===== src/rtl/div_64_arbiter_if.sv =====
// div_64_arbiter_if: requester and shared-divider signals of the 3-way divider arbiter
interface div_64_arbiter_if;
  logic [2:0] req;
  logic [2:0] gnt;
  logic [2:0] done;
  logic [63:0] a0, a1, a2;
  logic [63:0] b0, b1, b2;
  logic [63:0] result;
  logic err;
  logic arb_busy;
  logic div_init;
  logic [63:0] div_a, div_b;
  logic div_busy;
  logic [63:0] div_result;
  modport slave (
    input req, a0, a1, a2, b0, b1, b2, div_busy, div_result,
    output gnt, done, result, err, arb_busy, div_init, div_a, div_b
  );
  modport master (
    output req, a0, a1, a2, b0, b1, b2, div_busy, div_result,
    input gnt, done, result, err, arb_busy, div_init, div_a, div_b
  );
endinterface


===== src/rtl/div_64_arbiter.sv =====
// div_64_arbiter: round-robin arbiter sharing one 64-bit divider among three requesters
module div_64_arbiter #(
  parameter int START_TIMEOUT = 8,
  parameter logic [63:0] ERR_RESULT = 64'hFFFF_FFFF_FFFF_FFFF
) (
  input logic clk,
  input logic rst,
  div_64_arbiter_if.slave bus
);
  localparam logic [2:0] IDLE = 3'd0;
  localparam logic [2:0] ISSUE = 3'd1;
  localparam logic [2:0] WAIT_START = 3'd2;
  localparam logic [2:0] WAIT_DONE = 3'd3;
  localparam logic [2:0] DONE = 3'd4;
  localparam int CW = $clog2(START_TIMEOUT + 1);
  logic [2:0] state;
  logic [1:0] last, n1, n2, pick;
  logic [CW-1:0] cnt;
  logic [63:0] a_sel, b_sel;
  always_comb begin
    n1 = (last == 2'd2) ? 2'd0 : last + 2'd1;
    n2 = (n1 == 2'd2) ? 2'd0 : n1 + 2'd1;
    pick = bus.req[n1] ? n1 : bus.req[n2] ? n2 : last;
    a_sel = (pick == 2'd0) ? bus.a0 : (pick == 2'd1) ? bus.a1 : bus.a2;
    b_sel = (pick == 2'd0) ? bus.b0 : (pick == 2'd1) ? bus.b1 : bus.b2;
  end
  assign bus.arb_busy = state != IDLE;
  assign bus.div_init = state == ISSUE;
  assign bus.done = (state == DONE) ? bus.gnt : 3'b0;
  always_ff @(posedge clk or posedge rst) begin
    if (rst) begin
      state <= IDLE;
      last <= 2'd2;
      cnt <= '0;
      bus.gnt <= 3'b0;
      bus.err <= 1'b0;
      bus.result <= '0;
      bus.div_a <= '0;
      bus.div_b <= '0;
    end else begin
      case (state)
        IDLE: if (|bus.req) begin
          bus.div_a <= a_sel;
          bus.div_b <= b_sel;
          bus.gnt <= 3'b001 << pick;
          last <= pick;
          if (b_sel == '0) begin
            bus.err <= 1'b1;
            bus.result <= ERR_RESULT;
            state <= DONE;
          end else begin
            state <= ISSUE;
          end
        end
        ISSUE: begin
          cnt <= '0;
          state <= WAIT_START;
        end
        WAIT_START: if (bus.div_busy) begin
          state <= WAIT_DONE;
        end else begin
          cnt <= cnt + CW'(1);
          if (cnt == CW'(START_TIMEOUT - 1)) begin
            bus.err <= 1'b1;
            bus.result <= ERR_RESULT;
            state <= DONE;
          end
        end
        WAIT_DONE: if (!bus.div_busy) begin
          bus.err <= 1'b0;
          bus.result <= bus.div_result;
          state <= DONE;
        end
        DONE: begin
          bus.gnt <= 3'b0;
          bus.err <= 1'b0;
          state <= IDLE;
        end
        default: state <= IDLE;
      endcase
    end
  end
endmodule


===== src/flat_wrapper.sv =====
// flat-port wrapper written by rule: the top's interface ports become plain ports
module div_64_arbiter_flat 
#(
  parameter int START_TIMEOUT = 8,
  parameter logic [63:0] ERR_RESULT = 64'hFFFF_FFFF_FFFF_FFFF
)
  (clk, rst, bus_req, bus_a0, bus_a1, bus_a2, bus_b0, bus_b1, bus_b2, bus_div_busy, bus_div_result, bus_gnt, bus_done, bus_result, bus_err, bus_arb_busy, bus_div_init, bus_div_a, bus_div_b);
  div_64_arbiter_if bus_i ();
  input logic clk;
  input logic rst;
  input wire logic [$bits(bus_i.req)-1:0] bus_req;
  input wire logic [$bits(bus_i.a0)-1:0] bus_a0;
  input wire logic [$bits(bus_i.a1)-1:0] bus_a1;
  input wire logic [$bits(bus_i.a2)-1:0] bus_a2;
  input wire logic [$bits(bus_i.b0)-1:0] bus_b0;
  input wire logic [$bits(bus_i.b1)-1:0] bus_b1;
  input wire logic [$bits(bus_i.b2)-1:0] bus_b2;
  input wire logic [$bits(bus_i.div_busy)-1:0] bus_div_busy;
  input wire logic [$bits(bus_i.div_result)-1:0] bus_div_result;
  output wire logic [$bits(bus_i.gnt)-1:0] bus_gnt;
  output wire logic [$bits(bus_i.done)-1:0] bus_done;
  output wire logic [$bits(bus_i.result)-1:0] bus_result;
  output wire logic [$bits(bus_i.err)-1:0] bus_err;
  output wire logic [$bits(bus_i.arb_busy)-1:0] bus_arb_busy;
  output wire logic [$bits(bus_i.div_init)-1:0] bus_div_init;
  output wire logic [$bits(bus_i.div_a)-1:0] bus_div_a;
  output wire logic [$bits(bus_i.div_b)-1:0] bus_div_b;
  assign bus_i.req = bus_req;
  assign bus_i.a0 = bus_a0;
  assign bus_i.a1 = bus_a1;
  assign bus_i.a2 = bus_a2;
  assign bus_i.b0 = bus_b0;
  assign bus_i.b1 = bus_b1;
  assign bus_i.b2 = bus_b2;
  assign bus_i.div_busy = bus_div_busy;
  assign bus_i.div_result = bus_div_result;
  assign bus_gnt = bus_i.gnt;
  assign bus_done = bus_i.done;
  assign bus_result = bus_i.result;
  assign bus_err = bus_i.err;
  assign bus_arb_busy = bus_i.arb_busy;
  assign bus_div_init = bus_i.div_init;
  assign bus_div_a = bus_i.div_a;
  assign bus_div_b = bus_i.div_b;
  div_64_arbiter #(.START_TIMEOUT(START_TIMEOUT), .ERR_RESULT(ERR_RESULT)) u_core (.clk(clk), .rst(rst), .bus(bus_i));
endmodule

===== config.mk =====
export PLATFORM = sky130hd
export DESIGN_NAME = div_64_arbiter_flat
export DESIGN_NICKNAME = d
export VERILOG_FILES = /design/src/rtl/div_64_arbiter_if.sv /design/src/rtl/div_64_arbiter.sv /design/src/flat_wrapper.sv
export SDC_FILE = /design/constraint.sdc
export NUM_CORES = 1
export LEC_CHECK = 0
export ABC_CLOCK_PERIOD_IN_PS = 8800
export CAP_MARGIN = 15
export CORE_AREA = 2 2 252 254
export CTS_BUF_LIST = sky130_fd_sc_hd__clkbuf_4 sky130_fd_sc_hd__clkbuf_8 sky130_fd_sc_hd__clkbuf_16
export CTS_CLUSTER_SIZE = 24
export DETAILED_ROUTE_END_ITERATION = 10
export DIE_AREA = 0 0 254 256
export PLACE_DENSITY_LB_ADDON = 0.25
export RECOVER_POWER = 100
export SYNTH_ARGS = -nofsm -noshare
export SYNTH_HDL_FRONTEND = slang
export SYNTH_SLANG_ARGS = --single-unit
export TNS_END_PERCENT = 1

===== constraint.sdc =====
create_clock -name clk -period 8.8 [get_ports clk]
set_clock_uncertainty 0.2 [all_clocks]
set_input_delay 2.64 -clock clk [delete_from_list [all_inputs] [get_ports clk]]
set_output_delay 2.64 -clock clk [all_outputs]
set_load 0.01 [all_outputs]

**Yosys cells after proc, flatten, opt, wreduce, memory -nomap -nowiden**

Cells that the tools add are included.
W data, S select, Z words.

- Register bits: 205
- Bits of input ports: 454
- Output and inout port bits: 201
- Logic and storage cells: 78

- Add/subtract/negate cells: 3
- Magnitude comparators: 2
- Eq/ne operators: 14
- Shifts and indexed selects: 1
- Mux-type cells: 35
- Reductions and logical operators: 15

Operators by type and width:

| cell | number |
|---|---|
| $mux W64 | 9 |
| $pmux W64 S3 | 1 |
| $logic_not A64 Y1 | 1 |
| $mux W3 | 7 |
| $pmux W3 S4 | 1 |
| $reduce_and A6 Y1 | 2 |
| $mux W2 | 4 |
| $pmux W4 S2 | 1 |
| $mux W1 | 7 |
| $eq A3 B2 Y1 const B | 2 |
| $lt A2 B3 Y1 const B | 2 |
| $ne A2 B1 Y1 const B | 3 |
| $pmux W3 S2 | 1 |
| $reduce_and A2 Y1 | 3 |
| $reduce_bool A3 Y1 | 2 |
| $add A2 B1 Y2 const B | 2 |
| $add A4 B1 Y4 const B | 1 |
| $bmux W1 S2 | 2 |
| $eq A2 B2 Y1 const B | 2 |
| $eq A4 B3 Y1 const B | 1 |
| $mux W4 | 1 |
| $ne A2 B2 Y1 const B | 2 |
| $pmux W1 S4 | 1 |
| $reduce_bool A2 Y1 | 2 |
| other kinds (10) | 10 |

**Logic depth before layout (Yosys ltp)**

- Depth after elaboration: 15
- Gate-level depth with buffers: 14
- Depth with buffers taken out: 8

**Worst setup path after synthesis**

No wires, ideal clock.

- Kind: in2reg
- Start point: input port bus_req[1]
- End point: register u_core.bus.result[0]
- Library setup time: 0.082 ns
- Data arrival time: 4.923 ns
- Required time: 8.518 ns
- Slack: 3.595 ns
- Cell stages on the path: 12
- Buffers on the path: 4
- Cell sequence: or2_1 > clkbuf_1 > nand2_1 > buf_2 > mux2_2 > o41ai_1 > nand4_1 > nor4_2 > nand3_1 > buf_6 > buf_6 > a31oi_1

- Cells in the longest elaborated chain, start to end: 10
- Elaborated cells between the ends (all ways): 15
- Those cells by class: eq/ne (3); mux (8); reduce/logical (4)

Ends and longest elaborated chain:

| element | RTL line | text |
|---|---|---|
| start, declared | flat_wrapper.sv:11 | `input wire logic [$bits(bus_i.req)-1:0] bus_req;` |
| $bmux W1 S2 | div_64_arbiter.sv:23 | `pick = bus.req[n1] ? n1 : bus.req[n2] ? n2 : last;` |
| $mux W1 (implied by the code) | div_64_arbiter.sv:23 |  |
| $mux W2 (2 in a row) | div_64_arbiter.sv:23 |  |
| $eq A2 B1 Y1 | div_64_arbiter.sv:25 | `b_sel = (pick == 2'd0) ? bus.b0 : (pick == 2'd1) ? bus.b1 : bus.b2;` |
| $mux W64 (2 in a row) | div_64_arbiter.sv:25 |  |
| $logic_not A64 Y1 | div_64_arbiter.sv:47 | `if (b_sel == '0) begin` |
| $ne A2 B1 Y1 (no source line) | n/a |  |
| $reduce_and A6 Y1 (no source line) (*) | n/a |  |
| end signal, assigned | div_64_arbiter.sv:71 | `bus.result <= bus.div_result;` |
| end, declared | div_64_arbiter_if.sv:17 | `output gnt, done, result, err, arb_busy, div_init, div_a, div_b` |

Every way passes the cells marked *; elsewhere a longest branch is shown, timed or not. The select of a mux whose other input is x is not followed.
A chain may end at the register's enable or synchronous reset.

**Final worst setup path**

- Start point: input port bus_req[0]
- End point: register u_core.bus.result[1]

Same word-level chain as after synthesis.

==> flow_summary.html <==
<table>
<tr><th>Metric</th><th>Value</th></tr>
<tr><th colspan="2">Finish</th></tr>
<tr><td>Fill count</td><td>6737</td></tr>
<tr><td>Area Overhead vs Synth</td><td>72.7%</td></tr>
<tr><td>Commonest non-fill, non-tap cell in the layout</td><td>sky130_fd_sc_hd__clkdlybuf4s50_1</td></tr>
<tr><td>Share of layout cells above drive strength 1</td><td>4.58%</td></tr>
<tr><td>Commonest non-fill, non-tap cells in the layout</td><td>sky130_fd_sc_hd__clkdlybuf4s50_1, sky130_fd_sc_hd__nand2_1, sky130_fd_sc_hd__dlygate4sd3_1, sky130_fd_sc_hd__dfrtp_1, sky130_fd_sc_hd__a21oi_1</td></tr>
<tr><td>Final Net Count</td><td>2444</td></tr>
<tr><th colspan="2">Synthesis</th></tr>
<tr><td>Portion of the post-synthesis area used by sequential elements</td><td>45.4%</td></tr>
<tr><td>Most area-consuming cells after synthesis</td><td>sky130_fd_sc_hd__dfrtp_1, sky130_fd_sc_hd__nand2_1, sky130_fd_sc_hd__a21oi_1, sky130_fd_sc_hd__o21ai_0, sky130_fd_sc_hd__nor2_1</td></tr>
<tr><td>Area fraction in and, or, nand and nor cells after synthesis</td><td>19.3%</td></tr>
<tr><td>Most frequently used flop master after synthesis</td><td>sky130_fd_sc_hd__dfrtp_1</td></tr>
<tr><td>Cell type with the highest aggregate area in the netlist</td><td>sky130_fd_sc_hd__dfrtp_1</td></tr>
<tr><td>Xor and xnor area share after synthesis</td><td>0%</td></tr>
<tr><td>Synthesized area per cell</td><td>8.01 sq um</td></tr>
<tr><td>Post-synth design cell area</td><td>0.0113 sq mm</td></tr>
<tr><td>Yosys reg bits</td><td>205</td></tr>
<tr><td>Instance count of the mapped netlist</td><td>1410</td></tr>
<tr><td>Dominant combinational cell family by area after synthesis</td><td>compound AO/OA/AOI/OAI gates</td></tr>
<tr><td>Asr flop ratio synth</td><td>100%</td></tr>
<tr><td>Number of distinct library cells after synthesis</td><td>63</td></tr>
<tr><td>Complex-gate fraction of the synthesized area</td><td>25.9%</td></tr>
<tr><td>Synthesized net count</td><td>1865</td></tr>
<tr><td>Share of synthesized cell area in full adder, half adder and majority cells</td><td>0.111%</td></tr>
<tr><td>Syn. warnings</td><td>0</td></tr>
<tr><td>Proportion of netlist area held by the largest area contributor</td><td>45.2%</td></tr>
<tr><td>Post-synthesis mux area share</td><td>2.07%</td></tr>
<tr><td>Post-synth EDFFs</td><td>0</td></tr>
<tr><th colspan="2">Routing</th></tr>
<tr><td>Post-route met1 wirelength</td><td>25.2 mm</td></tr>
<tr><td>Pre-Repair DR Iteration Count</td><td>6</td></tr>
<tr><td>Met2 Routed Length</td><td>29.9 mm</td></tr>
<tr><td>Wirelength per Cell</td><td>22.1 um</td></tr>
<tr><td>Via count normalized by instance count</td><td>4.52</td></tr>
<tr><td>DR vias</td><td>12942</td></tr>
<tr><td>Overall routed net length</td><td>63.4 mm</td></tr>
<tr><td>Starting DRC count in detailed routing</td><td>828</td></tr>
<tr><td>Detailed route wirelength on metal3</td><td>6.28 mm</td></tr>
<tr><td>Top layer in use</td><td>met5</td></tr>
<tr><td>DRC</td><td>0</td></tr>
<tr><td>Number of nets with antenna violations after routing</td><td>0</td></tr>
<tr><th colspan="2">Clock tree</th></tr>
<tr><td>Number of buffers on the longest clock path</td><td>3</td></tr>
<tr><td>TritonCTS clock tree</td><td>yes</td></tr>
<tr><td>CTS H-Tree Depth</td><td>1</td></tr>
<tr><td>Number of buffers inserted by hold repair at cts</td><td>0</td></tr>
<tr><td># resized after CTS</td><td>0</td></tr>
<tr><td>Clock transition at the registers of the reported paths</td><td>0.06 ns</td></tr>
<tr><td>Root Buffer Master</td><td>sky130_fd_sc_hd__clkbuf_16</td></tr>
<tr><td>Number of buffers inserted during clock tree synthesis</td><td>27</td></tr>
<tr><td>Number of post-CTS setup repair buffers</td><td>0</td></tr>
<tr><td>Clock latency reported for the late side of the worst-skew pair</td><td>0.57 ns</td></tr>
<tr><td>Clock net sink count</td><td>205</td></tr>
<tr><th colspan="2">Floorplanning</th></tr>
<tr><td>Die footprint</td><td>0.0650 sq mm</td></tr>
<tr><td>Row Count</td><td>92</td></tr>
<tr><td>Effective utilization at floorplan</td><td>18.1%</td></tr>
<tr><td>I/O pin count</td><td>655</td></tr>
<tr><td>Vertical die dimension</td><td>256 um</td></tr>
<tr><td>Placeable core area</td><td>0.0624 sq mm</td></tr>
<tr><td>Chip width</td><td>254 um</td></tr>
<tr><th colspan="2">Critical path</th></tr>
<tr><td>Worst EP required</td><td>9.08 ns</td></tr>
<tr><td>Crit-path max FO</td><td>65</td></tr>
<tr><td>Worst r2r src</td><td>u_core.last[1]</td></tr>
<tr><td>Capturing point of the worst reg2reg path</td><td>u_core.bus.result[1]</td></tr>
<tr><td>Crit Path Class</td><td>in2reg</td></tr>
<tr><td>Arr. time, crit path</td><td>7.63 ns</td></tr>
<tr><td>Cells on worst reg2reg path</td><td>9</td></tr>
<tr><td>Register-to-Register Setup Slack</td><td>3.74 ns</td></tr>
<tr><td>Cell-by-cell listing of the critical path</td><td>dlygate4sd3_1, nand2b_1, a21o_1, nand2_1, o41ai_1, nand4_1, nor4_2, nand3_2, buf_4, a31oi_1</td></tr>
<tr><td>CP endpoint kind</td><td>register</td></tr>
<tr><td>Cell with the largest stage delay on the worst path</td><td>sky130_fd_sc_hd__dlygate4sd3_1</td></tr>
<tr><td>Type of element launching the critical path</td><td>input port</td></tr>
<tr><td>Crit-path max cell delay</td><td>1.06 ns</td></tr>
<tr><th colspan="2">Timing</th></tr>
<tr><td>Accumulated negative setup slack</td><td>0 ns</td></tr>
<tr><td>Pins over their slew limit</td><td>420</td></tr>
<tr><td>Number of failing hold endpoints at the final stage</td><td>0</td></tr>
<tr><td>Final worst-path cycle share</td><td>83.5%</td></tr>
<tr><td>Unrepaired setup endpoints after global routing</td><td>false</td></tr>
<tr><td>Final setup vio count</td><td>0</td></tr>
<tr><td>Achievable clock frequency</td><td>136 MHz</td></tr>
<tr><td>Worst-margin pin slew</td><td>4.31 ns</td></tr>
<tr><td>Fin crit period</td><td>7.35 ns</td></tr>
<tr><td>Worst slew margin relative to its limit</td><td>-189%</td></tr>
<tr><td>Least setup slack across all paths after layout</td><td>1.45 ns</td></tr>
<tr><th colspan="2">Power and ir drop</th></tr>
<tr><td>Maximum resistive drop on vdd</td><td>0.000136 V</td></tr>
<tr><td>Power density normalized to cell area</td><td>296 mW/mm^2</td></tr>
<tr><td>Leakage dissipation</td><td>0.00820 uW</td></tr>
<tr><td>Total power</td><td>5760 uW</td></tr>
<tr><th colspan="2">Run status</th></tr>
<tr><td>Outcome</td><td>complete, but fails checks</td></tr>
<tr><td>Violations in the final reports</td><td>capacitance limit, slew limit</td></tr>
<tr><th colspan="2">Global route</th></tr>
<tr><td>Wire length of the first global-routing pass</td><td>88.7 mm</td></tr>
<tr><td>Number of antenna violations at the first check in global routing</td><td>24</td></tr>
<tr><td>Total global-route track usage</td><td>18.5%</td></tr>
<tr><td>Remaining global-route overflow</td><td>0</td></tr>
<tr><td>Number of global-route vias before repair</td><td>12881</td></tr>
<tr><td>Pin count of the biggest net entering global routing</td><td>117</td></tr>
<tr><th colspan="2">Hold path</th></tr>
<tr><td>Hold path startpoint</td><td>u_core.bus.div_a[16]</td></tr>
<tr><td>Hold Path Cell Cnt</td><td>2</td></tr>
<tr><td>Hold Path Class</td><td>reg2reg</td></tr>
<tr><td>Endpoint, Worst Hold</td><td>u_core.bus.div_a[16]</td></tr>
<tr><th colspan="2">Placement</th></tr>
<tr><td>Worst slack at placement</td><td>1.42 ns</td></tr>
<tr><td>Number of port buffers</td><td>654</td></tr>
<tr><td>Placer congestion estimate</td><td>0.877</td></tr>
<tr><td>Post-DP HPWL</td><td>49.9 mm</td></tr>
<tr><th colspan="2">Run</th></tr>
<tr><td>Max-capacitance violation count</td><td>6</td></tr>
</table>
==> metal layers <==
metal  vias to the layer above  GRT usage, %
li1                       6138             -
met1                      6088          22.2
met2                       585          30.5
met3                       105          7.02
met4                        26          5.75
met5                         -             0
==> through the flow <==
step	hold WS, ns	utilization (%)	instances	instance area, sq um
after CTS	0.282	31.3	2855	19500
after global routing	0.295	31.2	2860	19500
after detailed placement	0.268	29.8	2806	18600
final	0.269	31.3	2865	19500
after global placement	0.261	29.7	2805	18500
after floorplan	0.285	-	1410	11300
==> where the power goes <==
group	internal (uW)	switching [uW]	total (uW)	leakage, uW
logic	1250	1730	2980	0.00534
registers	1360	257	1620	0.00239
clock network	710	455	1160	0.000467
==> state kept, by name (all words and copies together), names as in the netlist <==
| name | count |
|---|---|
| u_core.state | 3 |
| u_core.bus.div_a | 64 |
| u_core.cnt | 4 |
| u_core.bus.err | 1 |
| u_core.bus.div_b | 64 |
| u_core.bus.gnt | 3 |
| u_core.bus.result | 64 |
| u_core.last | 2 |
==> final cells by class <==
cell class / instances / area [sq um] / area share, %
inverter: 71 / 268 / 1.37
clock inverter: 7 / 95.1 / 0.488
multi-input combinational: 1014 / 5400 / 27.7
clock buffer: 42 / 838 / 4.30
tap: 846 / 1060 / 5.43
timing repair buffer: 670 / 6680 / 34.3
antenna: 10 / 25.0 / 0.128
sequential: 205 / 5130 / 26.3
==> critical path: cells and delay by family <==
family / cells / cell delay [ns]
AOI/OAI and AO/OA: 3 / 1.56
buffers and inverters: 2 / 1.43
and+or+nand+nor: 5 / 1.96
==> cell families (layout without fill, tap and decap cells) <==
kind of cell / count (synthesis) / in the layout
and+or+nand+nor: 510 / 510
AOI/OAI and AO/OA: 480 / 480
DFF: 205 / 205
buffers and inverters: 191 / 790
muxes: 23 / 23
adders and majority gates: 1 / 1
other: 0 / 10
==> worst max-delay path by stage <==
stage / start / endpoint
2_1_floorplan: rst / u_core.bus.div_a[0]
3_3_place_gp: bus_req[0] / u_core.bus.result[27]
3_5_place_dp: bus_req[0] / u_core.bus.result[27]
4_1_cts: bus_req[0] / u_core.bus.result[27]
5_1_grt: rst / u_core.bus.div_a[8]
6_report: bus_req[0] / u_core.bus.result[1]
==> synthesized netlist by cell type, drive strengths merged, types with 4 or more instances <==
cell	instances
o31a	7
clkbuf	86
inv	70
and3	5
a22o	6
nand3	22
o21ai	122
mux2i	20
o211ai	4
a2111oi	4
a21o	12
a31oi	69
a2111o	6
nand2b	8
o211a	5
a211oi	24
nor4	16
buf	34
nand4	9
a32o	8
a222oi	10
nand2	291
a21oi	173
or4b	9
dfrtp	204
nor3	18
a2bb2oi	6
a221oi	7
nor2	117
(Power assumes the default switching activity.)
